==> src/rtl/instr_fetch.sv <==
// Instruction fetch front end: owns the PC, keeps at most one imem request in
// flight, and buffers fetched words in a small FIFO that feeds decode.
module instr_fetch #(
    parameter int                ADDR_W   = 16,
    parameter int                INSTR_W  = 16,
    parameter int                DEPTH    = 2,
    parameter logic [ADDR_W-1:0] RESET_PC = '0
) (
    input  logic               clk,
    input  logic               rst_n,
    output logic               imem_req,
    output logic [ADDR_W-1:0]  imem_addr,
    input  logic               imem_ack,
    input  logic [INSTR_W-1:0] imem_rdata,
    output logic               instr_valid,
    input  logic               instr_ready,
    output logic [INSTR_W-1:0] instr,
    output logic [3:0]         opcode,
    output logic [3:0]         func,
    output logic [ADDR_W-1:0]  instr_pc,
    input  logic               redirect,
    input  logic [ADDR_W-1:0]  redirect_pc,
    input  logic               halt,
    output logic               halted
);
    localparam int                PTR_W = $clog2(DEPTH);
    localparam int                CNT_W = PTR_W + 1;
    localparam logic [CNT_W-1:0]  FULL  = CNT_W'(DEPTH);
    localparam logic [ADDR_W-1:0] STEP  = ADDR_W'(2);

    typedef enum logic [1:0] {IDLE, WAIT, DRAIN, HALTED} state_t;

    state_t             state;
    logic [ADDR_W-1:0]  pc;
    logic [INSTR_W-1:0] fifo_instr [DEPTH];
    logic [ADDR_W-1:0]  fifo_pc    [DEPTH];
    logic [PTR_W-1:0]   rd_ptr;
    logic [PTR_W-1:0]   wr_ptr;
    logic [CNT_W-1:0]   count;
    logic               take_halt;
    logic               take_redirect;
    logic               flush;
    logic               push;
    logic               pop;

    // Halt outranks redirect; either one empties the FIFO and suppresses push/pop.
    assign instr_valid   = (count != '0);
    assign take_halt     = instr_valid && halt;
    assign take_redirect = redirect && !take_halt && (state != HALTED);
    assign flush         = take_halt || take_redirect;
    assign push          = (state == WAIT) && imem_ack && !flush;
    assign pop           = instr_valid && instr_ready && !flush;

    assign imem_addr = pc;
    assign instr     = fifo_instr[rd_ptr];
    assign instr_pc  = fifo_pc[rd_ptr];
    assign opcode    = instr[INSTR_W-1 -: 4];
    assign func      = instr[3:0];

    always_ff @(posedge clk) begin
        if (push) begin
            fifo_instr[wr_ptr] <= imem_rdata;
            fifo_pc[wr_ptr]    <= pc;
        end
    end

    always_ff @(posedge clk or negedge rst_n) begin
        if (!rst_n) begin
            state    <= IDLE;
            pc       <= RESET_PC;
            imem_req <= 1'b0;
            halted   <= 1'b0;
            rd_ptr   <= '0;
            wr_ptr   <= '0;
            count    <= '0;
        end else begin
            if (flush) begin
                rd_ptr <= '0;
                wr_ptr <= '0;
                count  <= '0;
            end else begin
                if (push) wr_ptr <= wr_ptr + 1'b1;
                if (pop)  rd_ptr <= rd_ptr + 1'b1;
                case ({push, pop})
                    2'b10:   count <= count + 1'b1;
                    2'b01:   count <= count - 1'b1;
                    default: count <= count;
                endcase
            end

            if (take_halt) begin
                state    <= HALTED;
                imem_req <= 1'b0;
                halted   <= 1'b1;
            end else begin
                case (state)
                    IDLE: begin
                        if (take_redirect) pc <= redirect_pc;
                        // Pre-pop occupancy is used, so a full FIFO never gains an extra word.
                        if (count < FULL) begin
                            imem_req <= 1'b1;
                            state    <= WAIT;
                        end
                    end
                    WAIT: begin
                        if (take_redirect) begin
                            pc       <= redirect_pc;
                            imem_req <= 1'b0;
                            state    <= imem_ack ? IDLE : DRAIN;
                        end else if (imem_ack) begin
                            pc       <= pc + STEP;
                            imem_req <= 1'b0;
                            state    <= IDLE;
                        end
                    end
                    DRAIN: begin
                        if (take_redirect) pc <= redirect_pc;
                        if (imem_ack) state <= IDLE;
                    end
                    HALTED: begin
                        imem_req <= 1'b0;
                    end
                    default: state <= IDLE;
                endcase
            end
        end
    end
endmodule

==> config.mk <==
export PLATFORM = sky130hd
export DESIGN_NAME = instr_fetch
export DESIGN_NICKNAME = d
export VERILOG_FILES = /design/src/rtl/instr_fetch.sv
export SDC_FILE = /design/constraint.sdc
export NUM_CORES = 1
export LEC_CHECK = 0
export BUFFER_PORTS_ARGS = -buffer_cell sky130_fd_sc_hd__buf_4
export CAP_MARGIN = 5
export CORE_MARGIN = 3
export CORE_UTILIZATION = 53
export DETAILED_ROUTE_END_ITERATION = 8
export PLACE_DENSITY = 0.85
export SYNTH_ARGS = -nofsm -noshare
export SYNTH_HDL_FRONTEND = slang
export SYNTH_SLANG_ARGS = --single-unit
export TNS_END_PERCENT = 10
==> constraint.sdc <==
create_clock -name clk -period 5.5 [get_ports clk]
set_clock_uncertainty 0.1 [all_clocks]
set_input_delay 0 -clock clk [delete_from_list [all_inputs] [get_ports clk]]
set_output_delay 0 -clock clk [all_outputs]
set_load 0.01 [all_outputs]
==> results.cfg <==
[outcome]
status = finished clean

[place]
gp_congestion = 0.822
numPortBuffers = 96
dp_hpwl_mm = 5.65

[run]
maxCapViolCount = 0

[clocking]
cts_buffers = 9
ctsResizeCount = 0
hold_buffers = 38
clock-root-buffer = clkbuf_8
cts.sinks = 88
postCtsSetupBuffers = 0
cts.path.max_buffers = 2
clk_pin_slew_ns = 0.09
htreeDepth = 3
clk-insertion-delay-late_ns = 0.35
tritoncts = built

[worst_setup_path]
worst_r2r_path_depth = 7
critPathLaunchType = flip-flop
cp_num_buf_inv = 1
critPathMaxStageDelay_ns = 0.92
worstPathMaxFanout = 33
arrival_ns = 2.95
reg2reg_to = imem_addr[9]
cp_common_cell = a21oi_1
path_delay_family = compound AO/OA/AOI/OAI gates
required_ns = 5.59
r2r-start = state[0]
crit_end = imem_addr[9]
criticalPathCategory = flip-flop to flip-flop
worstSetupEndpointType = flip-flop
crit_chain = inv_1 -> ha_1 -> nor2_1 -> a21boi_2 -> o21ai_0 -> a21oi_1 -> a21oi_1
rrSetupSlack_ns = 2.65
path_depth = 7
critPathLaunch = state[0]
cp_slowest_cell = a21boi_2

[synth]
synthCells = 286
synth_top_area_share = 0.495
yosysSeqAreaShare = 0.650
ys_warn_count = 0
syn-cell-area_sq_mm = 0.00388
synth_seq_cells = 88
synth.distinct_cells = 44
synth.area.top_cells = edfxtp_1 50%, dfrtp_1 15%, mux2_2 9.6%
avgSynthCellArea_sq_um = 13.6
synth_edf_count = 64
synth_top_cell_by_area = edfxtp_1
synthMostInstantiatedCell = edfxtp_1
syn-num-nets = 329
dominantRegCellSynth = edfxtp_1
async_reset_ff_frac = 0.273
synth_common_cells = 64 x edfxtp_1, 33 x mux2_2, 27 x a21oi_1, 24 x dfrtp_1, 23 x nand2_1

[sta]
max_freq_mhz = 350
hold_slack_ns = 0.130
maxSlewHeadroom = 0.212
final_hold_viol_count = 0
period_share = 0.519
min_period_ns = 2.85
fin_setup_tns_ns = 0
rsz0062_at_grt = no
tightest_slew_ns = 1.17
setup_viol = 0
slew_violations = 0

[routing]
vias_per_cell = 5.54
postRouteAntennaNets = 0
drt_first_iter_violations = 156
dr_total_vias = 2866
drc = 0
routedWlPerCell_um = 17.2
dr.pass1.iters = 4
finalWirelength_mm = 8.91

[finish]
nets = 459
final_layout_size_suffix_gt1_frac = 0.380
nFillCells = 416
synthToLayoutAreaGrowth_pct = 35.2
antennaDiodeCount = 0

[die]
dieArea_sq_mm = 0.00838
dieWidth_um = 91.6
pin_count = 97
die_h_um = 91.6
initial_utilization = 0.559
rows = 30
core_sq_mm = 0.00694

[power_and_ir_drop]
internal-power_mw = 1.59
seq_power_share = 0.424
p_leak_nw = 2.04
worst_ir_drop_vdd_uv = 265
p_comb_frac = 0.382
p_sw_mw = 0.888
pwr-share-clk = 0.194
switching_share = 0.359
power_density_mw_per_mm2 = 472

[grt]
grt_max_degree = 34
antenna_found_initial = 0
overflow = 0
grt_pass1_vias = 2867
grt_pass1_wl_mm = 14.2
track_usage = 0.219

[min_path]
hp-class = primary input to flip-flop
how the worst min path moves through the flow:
| stage | start | end | cells after the start |
|---|---|---|---|
| finish | redirect | state[1] | 4 |
| global placement | rst_n | imem_addr[12] | 1 |
| global route | redirect | imem_addr[0] | 4 |
| floorplan | rst_n | count[0] | 0 |
| detailed placement | rst_n | imem_addr[12] | 1 |
| CTS | redirect | state[1] | 4 |
cell families after synthesis:
group,after synthesis,synth area share
flip-flops,88,0.650
AO/OA/AOI/OAI,65,0.109
AND/OR/NAND/NOR,65,0.0806
multiplexers,35,0.101
buffers and inverters,25,0.0368
adder cells (fa/ha/maj),5,0.0161
XOR/XNOR,3,0.00677
layout by cell type, fill, tap and decap left out, types with 5 or more instances in the layout:
cell type      netlist  routed
ha_1                 5       5
nand3_1              8       8
nand2_1             23      23
buf_4               10      99
a21oi_1             27      27
nor3_1               7       5
dlygate4sd3_1        0      37
mux2_2              33      33
o21ai_0             13      13
dfrtp_1             24      24
inv_1                7       7
edfxtp_1            64      64
clkbuf_8             0       9
nor2_1              10      10
worst register-to-register path, delay by kind of cell, from the launching register on:
kind                       cells  cell delay, ns
buffers and inverters          1            0.13
and+or+nand+nor                1            0.19
AOI/OAI and AO/OA              4            1.54
DFF                            1            0.51
adders and majority gates      1            0.26
flip-flops by register name, summed over array words and instances (netlist names):
name and flops:
imem_addr 16, fifo_instr 32, wr_ptr 1, state 2, fifo_pc 32, rd_ptr 1
halted 1, count 2, imem_req 1
layer usage:
metal,vias up,share of wire,GRT usage
met4,0,0.0088,0.0653
met1,1403,0.40,0.269
li1,1330,-,-
met5,-,0,0
met3,12,0.064,0.0539
met2,121,0.53,0.380
per-stage QoR:
| stage | instance area (sq um) | instances | utilization | power (mW) | setup WS [ns] |
|---|---|---|---|---|---|
| final | 5250 | 517 | 0.755 | 2.48 | 2.65 |
| after global routing | 5250 | 517 | 0.755 | 2.62 | 2.49 |
| after CTS | 5250 | 517 | 0.755 | 2.47 | 2.71 |
| after detailed placement | 4640 | 463 | 0.668 | 1.97 | 2.74 |
| after global placement | 4640 | 463 | 0.668 | 1.92 | 2.94 |
| after floorplan | 3880 | 286 | - | 1.61 | 1.67 |
power groups by stage:
| stage | sequential [mW] | combinational (mW) | clock, mW |
|---|---|---|---|
| final | 1.05 | 0.946 | 0.481 |
| after global routing | 1.07 | 1.03 | 0.516 |
| after CTS | 1.04 | 0.941 | 0.488 |
| after detailed placement | 1.06 | 0.912 | 0 |
| after global placement | 1.04 | 0.873 | 0 |
| after floorplan | 1.04 | 0.571 | 0 |
cell type report:
type	instances	area [sq um]	share of cell area
timing repair buffer	137	1130	0.216
tap	96	120	0.0229
clock buffer	9	124	0.0236
multi-input combinational	173	1220	0.234
inverter	7	26.3	0.00501
clock inverter	7	93.8	0.0179
sequential	88	2520	0.481
Note: power is estimated with default switching activity, not from simulation.
